$ cat src/rtl/mem_copy_initiator_pkg.sv
// Shared constants and state encodings for the byte copy initiator.
// Widths, lane indices and the top/read/write lane state values.
package mem_copy_pkg;

  localparam int unsigned ADDR_W = 7;
  localparam int unsigned DATA_W = 8;
  localparam int unsigned LEN_W  = 8;
  localparam int unsigned SIZE_W = 4;

  localparam int unsigned LANE_RD = 0;
  localparam int unsigned LANE_WR = 1;

  localparam logic [SIZE_W-1:0] SIZE_BYTE = SIZE_W'(DATA_W);

  typedef logic [1:0] top_state_t;
  localparam top_state_t T_IDLE = 2'd0;
  localparam top_state_t T_RUN  = 2'd1;
  localparam top_state_t T_DONE = 2'd2;

  typedef logic [1:0] rd_state_t;
  localparam rd_state_t R_IDLE = 2'd0;
  localparam rd_state_t R_REQ  = 2'd1;
  localparam rd_state_t R_GAP  = 2'd2;

  typedef logic [1:0] wr_state_t;
  localparam wr_state_t W_IDLE = 2'd0;
  localparam wr_state_t W_REQ  = 2'd1;
  localparam wr_state_t W_GAP  = 2'd2;

endpackage

$ cat src/rtl/mem_copy_initiator_if.sv
// Two-lane minimal memory bus: per-lane oe/we, packed addr/Wdata/size,
// returned Rdata and per-lane DataRdy. master = initiator side.
interface mem_copy_initiator_if;
  import mem_copy_pkg::*;

  logic [1:0]          Mout_oe_ram;
  logic [1:0]          Mout_we_ram;
  logic [2*ADDR_W-1:0] Mout_addr_ram;
  logic [2*DATA_W-1:0] Mout_Wdata_ram;
  logic [2*SIZE_W-1:0] Mout_data_ram_size;
  logic [2*DATA_W-1:0] M_Rdata_ram;
  logic [1:0]          M_DataRdy;

  modport master (
    output Mout_oe_ram,
    output Mout_we_ram,
    output Mout_addr_ram,
    output Mout_Wdata_ram,
    output Mout_data_ram_size,
    input  M_Rdata_ram,
    input  M_DataRdy
  );

  modport slave (
    input  Mout_oe_ram,
    input  Mout_we_ram,
    input  Mout_addr_ram,
    input  Mout_Wdata_ram,
    input  Mout_data_ram_size,
    output M_Rdata_ram,
    output M_DataRdy
  );

endinterface

$ cat src/rtl/mem_copy_initiator_byte_fifo2.sv
// Two-entry byte FIFO between the read lane and the write lane.
// Ports: clock, reset, push/din, pop, full, empty, head.
module byte_fifo2
  import mem_copy_pkg::*;
(
  input  logic              clock,
  input  logic              reset,
  input  logic              push,
  input  logic [DATA_W-1:0] din,
  input  logic              pop,
  output logic              full,
  output logic              empty,
  output logic [DATA_W-1:0] head
);

  logic [DATA_W-1:0] mem [2];
  logic              wp;
  logic              rp;
  logic [1:0]        cnt;

  always_ff @(posedge clock) begin
    if (reset) begin
      wp  <= 1'b0;
      rp  <= 1'b0;
      cnt <= 2'd0;
    end else begin
      if (push) begin
        mem[wp] <= din;
        wp      <= ~wp;
      end
      if (pop) rp <= ~rp;
      unique case ({push, pop})
        2'b10:   cnt <= cnt + 2'd1;
        2'b01:   cnt <= cnt - 2'd1;
        default: cnt <= cnt;
      endcase
    end
  end

  assign full  = (cnt == 2'd2);
  assign empty = (cnt == 2'd0);
  assign head  = mem[rp];

  a_no_push_full: assert property (
    @(posedge clock) disable iff (reset) !(push && full));
  a_no_pop_empty: assert property (
    @(posedge clock) disable iff (reset) !(pop && empty));

endmodule

$ cat src/rtl/mem_copy_initiator.sv
// Copies len bytes src->dst; lane 0 reads, lane 1 writes, via 2-byte FIFO.
// Ports: clock, reset, start_port/src/dst/len, busy, done_port, mem bus.
module mem_copy_initiator
  import mem_copy_pkg::*;
(
  input  logic                 clock,
  input  logic                 reset,
  input  logic                 start_port,
  input  logic [ADDR_W-1:0]    src_addr,
  input  logic [ADDR_W-1:0]    dst_addr,
  input  logic [LEN_W-1:0]     len,
  output logic                 busy,
  output logic                 done_port,
  mem_copy_initiator_if.master mem
);

  top_state_t        top_q;
  rd_state_t         rd_q;
  wr_state_t         wr_q;
  logic [ADDR_W-1:0] src_q;
  logic [ADDR_W-1:0] dst_q;
  logic [LEN_W-1:0]  len_q;
  logic [LEN_W-1:0]  rd_cnt;
  logic [LEN_W-1:0]  wr_cnt;

  logic              rd_req;
  logic              wr_req;
  logic              push;
  logic              pop;
  logic              full;
  logic              empty;
  logic [DATA_W-1:0] head;
  logic              rd_go;
  logic              wr_go;
  logic [ADDR_W-1:0] rd_addr;
  logic [ADDR_W-1:0] wr_addr;

  assign rd_req = (rd_q == R_REQ);
  assign wr_req = (wr_q == W_REQ);
  assign push   = rd_req & mem.M_DataRdy[LANE_RD];
  assign pop    = wr_req & mem.M_DataRdy[LANE_WR];

  // Only one read is ever outstanding, so "not full" here
  // guarantees room for its byte when it completes.
  assign rd_go = (top_q == T_RUN) && (rd_cnt < len_q) && !full;
  assign wr_go = !empty;

  assign rd_addr = src_q + ADDR_W'(rd_cnt);
  assign wr_addr = dst_q + ADDR_W'(wr_cnt);

  byte_fifo2 u_fifo (
    .clock (clock),
    .reset (reset),
    .push  (push),
    .din   (mem.M_Rdata_ram[DATA_W-1:0]),
    .pop   (pop),
    .full  (full),
    .empty (empty),
    .head  (head)
  );

  always_ff @(posedge clock) begin
    if (reset) begin
      top_q  <= T_IDLE;
      rd_q   <= R_IDLE;
      wr_q   <= W_IDLE;
      src_q  <= '0;
      dst_q  <= '0;
      len_q  <= '0;
      rd_cnt <= '0;
      wr_cnt <= '0;
    end else begin
      unique case (top_q)
        T_IDLE: begin
          if (start_port) begin
            src_q  <= src_addr;
            dst_q  <= dst_addr;
            len_q  <= len;
            rd_cnt <= '0;
            wr_cnt <= '0;
            top_q  <= (len == '0) ? T_DONE : T_RUN;
          end
        end
        T_RUN:   if (wr_cnt == len_q) top_q <= T_DONE;
        default: top_q <= T_IDLE;
      endcase

      unique case (rd_q)
        R_IDLE: if (rd_go) rd_q <= R_REQ;
        R_REQ: begin
          if (push) begin
            rd_cnt <= rd_cnt + LEN_W'(1);
            rd_q   <= R_GAP;
          end
        end
        default: rd_q <= R_IDLE;
      endcase

      unique case (wr_q)
        W_IDLE: if (wr_go) wr_q <= W_REQ;
        W_REQ: begin
          if (pop) begin
            wr_cnt <= wr_cnt + LEN_W'(1);
            wr_q   <= W_GAP;
          end
        end
        default: wr_q <= W_IDLE;
      endcase
    end
  end

  assign busy      = (top_q == T_RUN);
  assign done_port = (top_q == T_DONE);

  assign mem.Mout_oe_ram    = {1'b0, rd_req};
  assign mem.Mout_we_ram    = {wr_req, 1'b0};
  assign mem.Mout_addr_ram  = {wr_req ? wr_addr : '0,
                               rd_req ? rd_addr : '0};
  assign mem.Mout_Wdata_ram = {wr_req ? head : '0,
                               {DATA_W{1'b0}}};
  assign mem.Mout_data_ram_size = {wr_req ? SIZE_BYTE : '0,
                                   rd_req ? SIZE_BYTE : '0};

endmodule

$ cat src/flat_wrapper.sv
// flat-port wrapper written by rule: the top's interface ports become plain ports
module mem_copy_initiator_flat import mem_copy_pkg::*;
  (clock, reset, start_port, src_addr, dst_addr, len, busy, done_port, mem_Mout_oe_ram, mem_Mout_we_ram, mem_Mout_addr_ram, mem_Mout_Wdata_ram, mem_Mout_data_ram_size, mem_M_Rdata_ram, mem_M_DataRdy);
  mem_copy_initiator_if mem_i ();
  input  logic clock;
  input  logic reset;
  input  logic start_port;
  input  logic [ADDR_W-1:0] src_addr;
  input  logic [ADDR_W-1:0] dst_addr;
  input  logic [LEN_W-1:0] len;
  output logic busy;
  output logic done_port;
  output wire logic [$bits(mem_i.Mout_oe_ram)-1:0] mem_Mout_oe_ram;
  output wire logic [$bits(mem_i.Mout_we_ram)-1:0] mem_Mout_we_ram;
  output wire logic [$bits(mem_i.Mout_addr_ram)-1:0] mem_Mout_addr_ram;
  output wire logic [$bits(mem_i.Mout_Wdata_ram)-1:0] mem_Mout_Wdata_ram;
  output wire logic [$bits(mem_i.Mout_data_ram_size)-1:0] mem_Mout_data_ram_size;
  input wire logic [$bits(mem_i.M_Rdata_ram)-1:0] mem_M_Rdata_ram;
  input wire logic [$bits(mem_i.M_DataRdy)-1:0] mem_M_DataRdy;
  assign mem_Mout_oe_ram = mem_i.Mout_oe_ram;
  assign mem_Mout_we_ram = mem_i.Mout_we_ram;
  assign mem_Mout_addr_ram = mem_i.Mout_addr_ram;
  assign mem_Mout_Wdata_ram = mem_i.Mout_Wdata_ram;
  assign mem_Mout_data_ram_size = mem_i.Mout_data_ram_size;
  assign mem_i.M_Rdata_ram = mem_M_Rdata_ram;
  assign mem_i.M_DataRdy = mem_M_DataRdy;
  mem_copy_initiator u_core (.clock(clock), .reset(reset), .start_port(start_port), .src_addr(src_addr), .dst_addr(dst_addr), .len(len), .busy(busy), .done_port(done_port), .mem(mem_i));
endmodule
$ cat config.mk
export PLATFORM = sky130hd
export DESIGN_NAME = mem_copy_initiator_flat
export DESIGN_NICKNAME = d
export VERILOG_FILES = /design/src/rtl/mem_copy_initiator_pkg.sv /design/src/rtl/mem_copy_initiator_if.sv /design/src/rtl/mem_copy_initiator_byte_fifo2.sv /design/src/rtl/mem_copy_initiator.sv /design/src/flat_wrapper.sv
export SDC_FILE = /design/constraint.sdc
export NUM_CORES = 1
export LEC_CHECK = 0
export CAP_MARGIN = 25
export CELL_PAD_IN_SITES_DETAIL_PLACEMENT = 2
export CELL_PAD_IN_SITES_GLOBAL_PLACEMENT = 2
export CORE_MARGIN = 5
export CORE_UTILIZATION = 29
export CTS_CLUSTER_SIZE = 12
export DETAILED_ROUTE_END_ITERATION = 6
export PLACE_DENSITY_LB_ADDON = 0.1
export SLEW_MARGIN = 20
export SYNTH_ARGS = -nofsm -noshare
export SYNTH_HDL_FRONTEND = slang
export SYNTH_SLANG_ARGS = --single-unit
$ cat constraint.sdc
create_clock -name clock -period 2.01 [get_ports clock]
set_input_delay 0.3015 -clock clock [delete_from_list [all_inputs] [get_ports clock]]
set_output_delay 0.3015 -clock clock [all_outputs]
set_load 0.01 [all_outputs]
== Word-level counts from Yosys, hierarchy flattened ==
Memory sizes are Yosys's and may differ from the RTL's. A register that Yosys moved wholly into a read port is not among the register bits.
Index checks and enable logic that the tools add are counted.

* RAM bits: 16
* Latch bits: 0
* Output and inout bits: 44
* Flip-flop bits (word level): 48
* Input port bits: 43
* Memories: 1
* Logic and storage cells: 79
* Bits in read-only memories: 0

* Mux-type cells: 29
* Equality and inequality tests: 14
* Multiply operators: 0
* Order comparisons: 1
* Add/subtract/negate cells: 6
* Bitwise logic cells: 4
* Reduce and logical (&&, ||, !) cells: 13
* Div/mod/pow operators: 0
* Shift operators: 0

{| class="wikitable"
|+ Memory list
! memory !! depth !! bits a word !! read ports !! clocked after Yosys merged registers in !! wr ports !! line !! text
|-
| u_core.u_fifo.mem || 2 || 8 || 1 || 1 || 1 || mem_copy_initiator_byte_fifo2.sv:16 || <nowiki>logic [DATA_W-1:0] mem [2];</nowiki>
|}

{| class="wikitable"
|+ Operator list
! cell !! count
|-
| $mux 8 || 9
|-
| $add 8x1->8 const B || 2
|-
| $pmux 2 s2 || 4
|-
| $add 7x7->7 || 2
|-
| $mux 2 || 7
|-
| $mux 7 || 2
|-
| $eq 2x1->1 const B || 4
|-
| $eq 8x8->1 || 1
|-
| $logic_not 2->1 || 4
|-
| $logic_not 8->1 || 1
|-
| $lt 8x8->1 || 1
|-
| $mux 4 || 2
|-
| $ne 2x2->1 const B || 4
|-
| $reduce_and 2->1 || 4
|-
| $eq 2x2->1 const B || 3
|-
| $mux 1 || 5
|-
| $ne 2x1->1 const B || 2
|-
| $add 2x1->2 const B || 1
|-
| $and 1x1->1 || 2
|-
| $logic_and 1x1->1 || 2
|-
| $not 1->1 || 2
|-
| $reduce_bool 2->1 || 1
|-
| $sub 2x1->2 const B || 1
|-
| $logic_not 1->1 || 1
|}

== Logic depth before layout (Yosys ltp) ==
Gate-level depths: netlist of the first run.

* Word-level depth: 5
* Depth in mapped cells: 7
* Depth with buffers taken out: 7

== Cells and area by module ==
A second synthesis of the first run with hierarchy kept.

* Cell total of the unflattened synthesis: 415
* Area total of the unflattened synthesis: 3674.8 um2

{| class="wikitable"
|+ By module, submodules not included
! module !! cells an instance !! instances !! seq. area each (um2) !! area an instance (um2)
|-
| mem_copy_initiator || 368 || 1 || 880.8 || 2891.5
|-
| byte_fifo2 || 47 || 1 || 580.6 || 783.3
|}

== Worst setup path after synthesis of the first run ==
OpenSTA, ideal clock, no wires.

* Path kind: register to output
* Start point: reg u_core.rd_cnt[0]
* End point: out mem_Mout_addr_ram[4]
* Buffers on the path: 0
* Slack: 0.124 ns
* Data arrival time: 1.585 ns
* Stages on the path, launching flop included: 7
* Data required time: 1.709 ns
* Cells stage by stage: dfxtp_1 ha_1 inv_1 fa_1 nor2b_1 o21ai_0 a211oi_1

* Longest elaborated chain between the ends: 2

{| class="wikitable"
|+ Ends and longest elaborated chain
! element !! line !! text
|-
| from (decl) || mem_copy_initiator.sv:23 || <nowiki>logic [LEN_W-1:0] rd_cnt;</nowiki>
|-
| from (signal assigned) || mem_copy_initiator.sv:92 || <nowiki>rd_cnt <= rd_cnt + LEN_W'(1);</nowiki>
|-
| $add 7x7->7 || mem_copy_initiator.sv:48 || <nowiki>assign rd_addr = src_q + ADDR_W'(rd_cnt);</nowiki>
|-
| $mux 7 || mem_copy_initiator.sv:118 || <nowiki>rd_req ? rd_addr : '0};</nowiki>
|-
| to (decl) || flat_wrapper.sv:15 || <nowiki>output wire logic [$bits(mem_i.Mout_addr_ram)-1:0] mem_Mout_addr_ram;</nowiki>
|}

Every way passes these cells.

== Worst setup path after layout of the first run ==
* Start point: reg u_core.wr_cnt[0]
* End point: out mem_Mout_addr_ram[13]

* Longest elaborated chain between the ends: 2

{| class="wikitable"
|+ Ends and longest elaborated chain
! element !! line !! text
|-
| from (decl) || mem_copy_initiator.sv:24 || <nowiki>logic [LEN_W-1:0] wr_cnt;</nowiki>
|-
| from (signal assigned) || mem_copy_initiator.sv:103 || <nowiki>wr_cnt <= wr_cnt + LEN_W'(1);</nowiki>
|-
| $add 7x7->7 || mem_copy_initiator.sv:49 || <nowiki>assign wr_addr = dst_q + ADDR_W'(wr_cnt);</nowiki>
|-
| $mux 7 || mem_copy_initiator.sv:117 || <nowiki>assign mem.Mout_addr_ram = {wr_req ? wr_addr : '0,</nowiki>
|}

Every way passes these cells.

==> reports/results.txt, run 1 <==
The share of the synthesized netlist area taken by xor and xnor gates was 0.04118. Setup repair after global routing could not meet its margin everywhere. On the final layout, the worst clock skew is 0.002971 ns. For the worst setup path, the data required time is 1.71 ns.

Largest area contributor in the synthesized netlist: sky130_fd_sc_hd__dfxtp_1. The proportion of synthesized area in mux cells came out at 0.04014. The tools report the via count of the first global-routing pass as 3705.

After synthesis, the mean cell area works out to 8.777 um^2. Synthesis produced a netlist whose cell count is 412. Counting flops with a built-in enable in the synthesized netlist gives 16. The detailed router finished its first iteration with 83 violations. The tools report the insertion delay of the later-clocked pin in the worst-skew pair as 0.33 ns. The core area was 12110 um^2.

Post-detailed-route via-to-cell ratio: 4.718. In the synthesized netlist the dominant register cell turns out to be sky130_fd_sc_hd__dfxtp_1. Counting the buffers created by CTS gives 9. Internal power comes to 0.002580 W. The logs give 3350 for the via total after detailed routing and 14800 um^2 for the total die area. The final reports fail on setup timing. The number of inserted diodes is 0, and the share of synthesized registers carrying an async set or reset is 0.

After detailed placement, the design holds a cell count of 678. The initial cell density of the core came out at 0.2986. The peak fanout along the critical path works out to 3. Across the run, the number of max-cap violations was 0. The die span in y was 121.7 um. Depth of the most critical reg-to-reg path: 6. The half-perimeter wire length of the detailed placement result came out at 8.562 mm. The tools report the leakage power figure as 2.253 nW. At the end of the flow, the number of nets in the layout was 604. At the end of routability-driven placement, the weighted congestion stood at 0.7457. The post-route clock period utilization is 1.120.

The total chip power was 0.003570 W. The total count of hold-check failures in the final report is 0. The library cell used most frequently in the layout, excluding fill and tap cells, is sky130_fd_sc_hd__buf_4. The first detailed-routing pass ran for 4 iterations. By area, the combinational part of the netlist is dominated by simple AND/OR/NAND/NOR gates. In this run the clock root is driven by a sky130_fd_sc_hd__clkbuf_16. For flop-to-flop paths, the worst setup slack is 0.37 ns. In the layout the commonest cells are 62 x sky130_fd_sc_hd__buf_4, 55 x sky130_fd_sc_hd__nand2_1, 36 x sky130_fd_sc_hd__clkdlybuf4s50_1.

The die width is 121.7 um. For this run, the number of standard cells in the final layout without fillers is 710. The worst hold path belongs to the class reg2reg. In this run the critical register-to-register path is captured at u_core.wr_cnt[4].

The number of warnings reported in the yosys synthesis log was 0; the fill cell instance count of the final layout was 1342. The logs give 0 for the number of antenna violations at the first check in global routing and 0.0009898 W for the switching power. Total power divided by cell area: 656.3 nW/um^2.

The switching portion of total power was 0.2772. The ratio of cells with drive above 1 in the final layout was 0.3026; the worst-case vdd ir drop was 393.7 uV. The combined global-route utilization of all metal layers is 0.1616.

In this run the cell area of the synthesized design comes to 3616 um^2. The first global-routing pass estimated 18.86 mm of wire. The worst setup margin is -0.2402 ns, and the final critical path time including I/O delays and setup is 2.250 ns. The portion of the post-synthesis area used by sequential elements was 0.4042.

For this run, design rule violations remaining after detail routing come to 0. The number of cells on the worst hold path was 2. The maximum operating frequency was 0.4444 GHz; the share of the synthesized area in the top cell type was 0.2713.

The number of core rows was 40; the sequential power share was 0.407. The startpoint class of the critical path is a register. Setup violations remaining at the end of the flow were counted as 5. The final-report max-slew violation count was 0. After global routing the overflow that remains totals 0.

In the final routed layout, each cell accounts on average for 16.55 um. The post-synthesis adder-cell area fraction is 0.08720. TritonCTS built the clock tree.

The combinational cell fraction of total power was 0.194; the pin count of the biggest net entering global routing was 38. During I/O placement, the number of pins put on the boundary was 87. The run gives 52 as the count of distinct cell types in the synthesized netlist. The tools report the share of total power in the clock network as 0.399. Yosys attributes the largest share of cell area to sky130_fd_sc_hd__dfxtp_1 27%, sky130_fd_sc_hd__edfxtp_1 13%, sky130_fd_sc_hd__ha_1 7.6%.

The compound-gate portion of the synthesized area is 0.1287, and the deepest clock path buffer count is 2. The detail route stage leaves a number of antenna-violating nets equal to 0. Summed over all layers, the routed wires come to 11.75 mm. The worst setup path is captured at an output port. The tools report the launch instance of the worst min-delay path as u_core.dst_q[6].

The quantity of I/O buffers inserted on ports is 62. The critical path is of the reg2out type. Count of state elements after synthesis: 65.

For hold timing, the worst endpoint is u_core.dst_q[6]. The flow ran to the end, but the final reports show violations. The clock edge transition at the registers on the reported setup and hold paths was 0.06 ns. The tree built by TritonCTS fans out to 65 sinks. At the worst endpoint, the arrival time is 1.95 ns. In this run the critical register-to-register path is launched from u_core.wr_q[0].

The count of H-tree levels built during CTS is 3, and the area overhead of the layout relative to synthesis is 50.45%. The simple-gate share of the synthesized area works out to 0.2152.
-- worst max path at each step --
stage                     startpoint                    end  slack (ns)
floorplan           u_core.rd_cnt[0]   mem_Mout_addr_ram[4]        0.12
global placement    u_core.wr_cnt[0]  mem_Mout_addr_ram[11]       -0.33
detailed placement   u_core.dst_q[0]  mem_Mout_addr_ram[11]       -0.44
CTS                 u_core.wr_cnt[0]  mem_Mout_addr_ram[13]       -0.34
global route         u_core.dst_q[0]  mem_Mout_addr_ram[13]       -0.32
finish              u_core.wr_cnt[0]  mem_Mout_addr_ram[13]       -0.24
-- routing by layer --
layer / GRT usage / wire [um]
met1: 0.1936 / 5260
met2: 0.2908 / 5995
met3: 0.03018 / 354
met4: 0.05182 / 140
met5: 0 / 0
-- through the flow --
stage	setup WS, ns	hold WS [ns]	area, um^2	setup TNS, ns	util
after floorplan	0.1237	0.4004	3672	0	-
after detailed placement	-0.4417	0.4639	4733	-2.882	0.3908
after global routing	-0.3202	0.5087	5440	-1.500	0.4492
final	-0.2402	0.4731	5440	-0.8160	0.4492
after global placement	-0.3315	0.4525	4733	-2.217	0.3908
after CTS	-0.3362	0.4779	5230	-1.270	0.4318
-- synth_stat cells (8+ instances only) --
cell type,instances
sky130_fd_sc_hd__nand2_1,57
sky130_fd_sc_hd__inv_1,18
sky130_fd_sc_hd__edfxtp_1,16
sky130_fd_sc_hd__xor2_1,10
sky130_fd_sc_hd__a21oi_1,37
sky130_fd_sc_hd__nor3_1,10
sky130_fd_sc_hd__ha_1,22
sky130_fd_sc_hd__o21ai_0,14
sky130_fd_sc_hd__nor2_1,35
sky130_fd_sc_hd__dfxtp_1,49
sky130_fd_sc_hd__clkbuf_1,8
sky130_fd_sc_hd__mux2i_1,10
sky130_fd_sc_hd__nor2b_1,9
sky130_fd_sc_hd__or3_1,8
sky130_fd_sc_hd__buf_4,20
-- timing repair --
item / 4_1_cts / 5_1_grt
endpoints found under the setup margin: 26 / 21
pin swaps: 18 / 14
buffers inserted: 9 / 11
hold buffers: 0 / 0
resized for setup: 101 / 41
-- cells by family (layout without fill, tap and decap cells) --
family | Yosys count | count (layout)
compound gates | 77 | 77
xor+xnor | 17 | 17
fa+ha+maj | 24 | 24
buf+inv | 55 | 170
flops | 65 | 65
mux | 14 | 14
other cells | 1 | 16
simple gates | 159 | 159
-- state kept, by name, summed over array words and instances, names as in the netlist, named ones only --
register / count
u_core.u_fifo.rp: 1
u_core.len_q: 8
u_core.top_q: 2
u_core.u_fifo.cnt: 2
u_core.dst_q: 7
u_core.src_q: 7
u_core.u_fifo.mem: 16
u_core.wr_cnt: 8
u_core.rd_cnt: 8
u_core.wr_q: 2
u_core.rd_q: 2
u_core.u_fifo.wp: 1
-- final cells by class --
class | count | area, um^2 | area share
Clock buffer | 10 | 229.0 | 0.04209
Clock inverter | 6 | 43.79 | 0.008050
Timing Repair Buffer | 136 | 1216 | 0.2236
Tap cell | 168 | 210.2 | 0.03864
Inverter | 18 | 75.07 | 0.01380
Multi-Input combinational cell | 307 | 2182 | 0.4011
Sequential cell | 65 | 1484 | 0.2728
-- worst max-delay path, cell delays in order (launching register included) --
cell                      delay (ns)
sky130_fd_sc_hd__dfxtp_2        0.33
sky130_fd_sc_hd__ha_4           0.16
sky130_fd_sc_hd__inv_2          0.05
sky130_fd_sc_hd__fa_2           0.22
sky130_fd_sc_hd__nor2b_4        0.05
sky130_fd_sc_hd__o31a_1         0.28
sky130_fd_sc_hd__or3_4          0.35
sky130_fd_sc_hd__nand3_2        0.08
sky130_fd_sc_hd__buf_6          0.10
-- power groups by stage --
stage	clock network (W)	logic (W)	registers (W)
finish	0.00143	0.000693	0.00145
CTS	0.00147	0.000655	0.00145
global placement	0	0.000592	0.00147
global route	0.00155	0.000762	0.00146
floorplan	0	0.000346	0.00146
detailed placement	0	0.000612	0.00147
No activity file was read; power rests on OpenSTA's default activity.
==> run 2: changes to the inputs <==
PLACE_DENSITY = 0.79   (was unset)
PLACE_DENSITY_LB_ADDON = unset   (was 0.1)
==> reports/results.txt, run 2 (same netlist as run 1, synthesis figures left out) <==
Summed over all nets, the switching power comes to 0.001042 W. For the initial cell density of the core, the log shows 0.2986. TritonCTS built the clock tree.

The clock buffer count from CTS was 9. In the routed layout, each cell is associated on average with a via count of 4.870. The peak fanout along the critical path was 3; the highest cell delay on the worst timing path was 0.34 ns.

For the total clock sinks, the log shows 65. The critical path in this run is classified as reg2out. The core occupancy in the finished layout came out at 0.4402. At the pin with the least slew margin, the transition time is 0.4699 ns.

The tools report the reg2reg setup slack as 0.30 ns. Relative to the synthesized area, the layout overhead comes to 47.44%. The path length in cells of the critical path was 8. Placer's final routability congestion estimate: 0.7896.

Wires add up to 13.37 mm. I/O pin total: 87. The cell sitting at the root of the clock tree is a sky130_fd_sc_hd__clkbuf_16. The run gives 20.36 mm as the global-route wire length before repair.

The quantity of I/O buffers inserted on ports was 62. The final reports fail on setup timing. The leakage power figure was 2.211 nW. The worst slew margin relative to its limit is 0.6786. The register with the most flip-flops in the layout has 16 of them. STA puts the critical path data required time at 1.71 ns. Count of H-tree levels built during CTS: 3. For the deepest clock path buffer count, the log shows 2. The routed length per placed instance was 19.05 um. The tools report the worst setup margin as -0.2366 ns.

Number of antenna violations at the first check in global routing: 0. After layout, the minimum clock period comes to 2.247 ns. The number of core rows came out at 40.

Leaving out fill and tap cells, the most frequent cell in the layout is sky130_fd_sc_hd__nand2_1. The final setup skew is 0.007052 ns. The placed instances occupy a cell area of 4736 um^2. Setup repair after global routing could not meet its margin everywhere. The internal portion of the total power is 0.002563 W. The half-perimeter wire length of the detailed placement result came out at 8.926 mm.

Walking the worst path, the cells encountered are ha_4 > inv_2 > fa_2 > nor2b_4 > o31a_1 > or3_1 > nand3_1 > buf_2. For the combined global-route utilization of all metal layers, the log shows 0.1762. The run gives 0 as the remaining global-route overflow.

For the final routed database, the setup TNS stands at -0.9635 ns. The ratio of cells with drive above 1 in the final layout is 0.2828, and the total die area is 14800 um^2. The core region is 12110 um^2. Post-route clock period utilization: 1.118. Timing would allow up to 0.4451 GHz. The share of total power in the clock network was 0.407; the combinational cell fraction of total power was 0.190. The sequential power share came out at 0.403. In the routed design, unresolved DRC markers number 0. The worst-case vdd ir drop is 299.0 uV.

The worst path buffer plus inverter count came out at 2. The run gives 7 as the number of setup violations in the final report. Clock-pin slew was measured on the worst setup and hold paths at 0.06 ns. The library cells used most frequently in the layout, excluding fill and tap cells, are 56 x sky130_fd_sc_hd__nand2_1, 55 x sky130_fd_sc_hd__buf_4, 38 x sky130_fd_sc_hd__clkdlybuf4s50_1. The worst setup path is captured at an output port. Register bank with the most flops: u_core.u_fifo.mem.

The die is 121.7 um wide. The classification of the worst-slack hold path was reg2reg. The iteration-0 DRC count of the detailed router is 94, and the die span in y is 121.7 um. For the number of nets still failing antenna checks after routing, the log shows 0. Count of maximum capacitance violations: 0.

The run gives 3419 as the via total after detailed routing. The tools report the startpoint class of the critical path as a register. The final-report max-slew violation count was 0; the total power divided by cell area was 676.1 nW/um^2. The number of cells on the worst hold path came out at 2.

For this design, the slowest cell found on the critical path is sky130_fd_sc_hd__dfxtp_2. The number of antenna diodes in the final layout is 0. The total count of hold-check failures in the final report came out at 0. For the worst flop-to-flop path, the logic depth is 6. The run gives 596 as the net total in the final layout.

For this design, the CTS-stage hold fixing added 0 buffers. The kind of cell with the highest combined delay along the critical path is simple AND/OR/NAND/NOR gates. The run gives 3808 as the via count of the first global-routing pass. The run gives 31 as the pin count of the biggest net entering global routing. The endpoint arrival time on the critical path was 1.95 ns. For this run, the detailed router's first-pass iteration total came to 4. Switching portion of total power: 0.2890. The cell area after layout was 5331 um^2. The run finished, with violations left. The insertion delay of the later-clocked pin in the worst-skew pair is 0.33 ns.
==> run 2: metal layers <==
layer,track usage,share of wire
met1,0.2040,0.41
met2,0.3264,0.54
met3,0.03203,0.031
met4,0.05672,0.016
met5,0,0
==> run 2: power groups by stage <==
stage / sequential [W] / clock (W) / combinational, W
6_report: 0.00145 / 0.00147 / 0.000684
5_1_grt: 0.00146 / 0.00157 / 0.000750
4_1_cts: 0.00145 / 0.00150 / 0.000658
3_5_place_dp: 0.00147 / 0 / 0.000620
3_3_place_gp: 0.00146 / 0 / 0.000595
2_1_floorplan: 0.00146 / 0 / 0.000346
==> run 2: metrics by stage <==
step | power (W) | worst slack [ns] | hold slack (ns) | std cells
floorplan | 0.001803 | 0.1237 | 0.4004 | 427
finish | 0.003604 | -0.2366 | 0.4858 | 702
detailed placement | 0.002090 | -0.4901 | 0.4643 | 675
global route | 0.003781 | -0.3199 | 0.5049 | 702
CTS | 0.003607 | -0.2851 | 0.4896 | 698
global placement | 0.002060 | -0.3335 | 0.4538 | 675
==> run 2: layout make-up <==
| type | count | area [um^2] |
|---|---|---|
| Multi-Input combinational cell | 307 | 2131 |
| Clock inverter | 7 | 53.80 |
| Timing Repair Buffer | 128 | 1152 |
| Sequential cell | 65 | 1488 |
| Tap cell | 168 | 210.2 |
| Fill cell | 1320 | 6780 |
| Inverter | 18 | 71.32 |
| Clock buffer | 9 | 225.2 |
==> run 2: worst register-to-register path, stage by stage (launching register included) <==
cell                       delay, ns
sky130_fd_sc_hd__dfxtp_1        0.33
sky130_fd_sc_hd__buf_4          0.14
sky130_fd_sc_hd__and3b_1        0.22
sky130_fd_sc_hd__buf_12         0.17
sky130_fd_sc_hd__nor2_1         0.25
sky130_fd_sc_hd__a21oi_1        0.11
sky130_fd_sc_hd__a211oi_1       0.38
==> run 2: final timing paths <==
kind                                       from                     to
worst max-delay path            u_core.dst_q[0]  mem_Mout_addr_ram[13]
worst min register to register  u_core.dst_q[6]        u_core.dst_q[6]
worst max register to register   u_core.wr_q[0]       u_core.wr_cnt[2]
worst min-delay path            u_core.dst_q[6]        u_core.dst_q[6]
==> run 2: what timing repair did <==
item,CTS,global route
pin swaps,18,6
buffers inserted,8,4
resized for setup,95,36
setup endpoints to repair,26,19
gates cloned,0,1
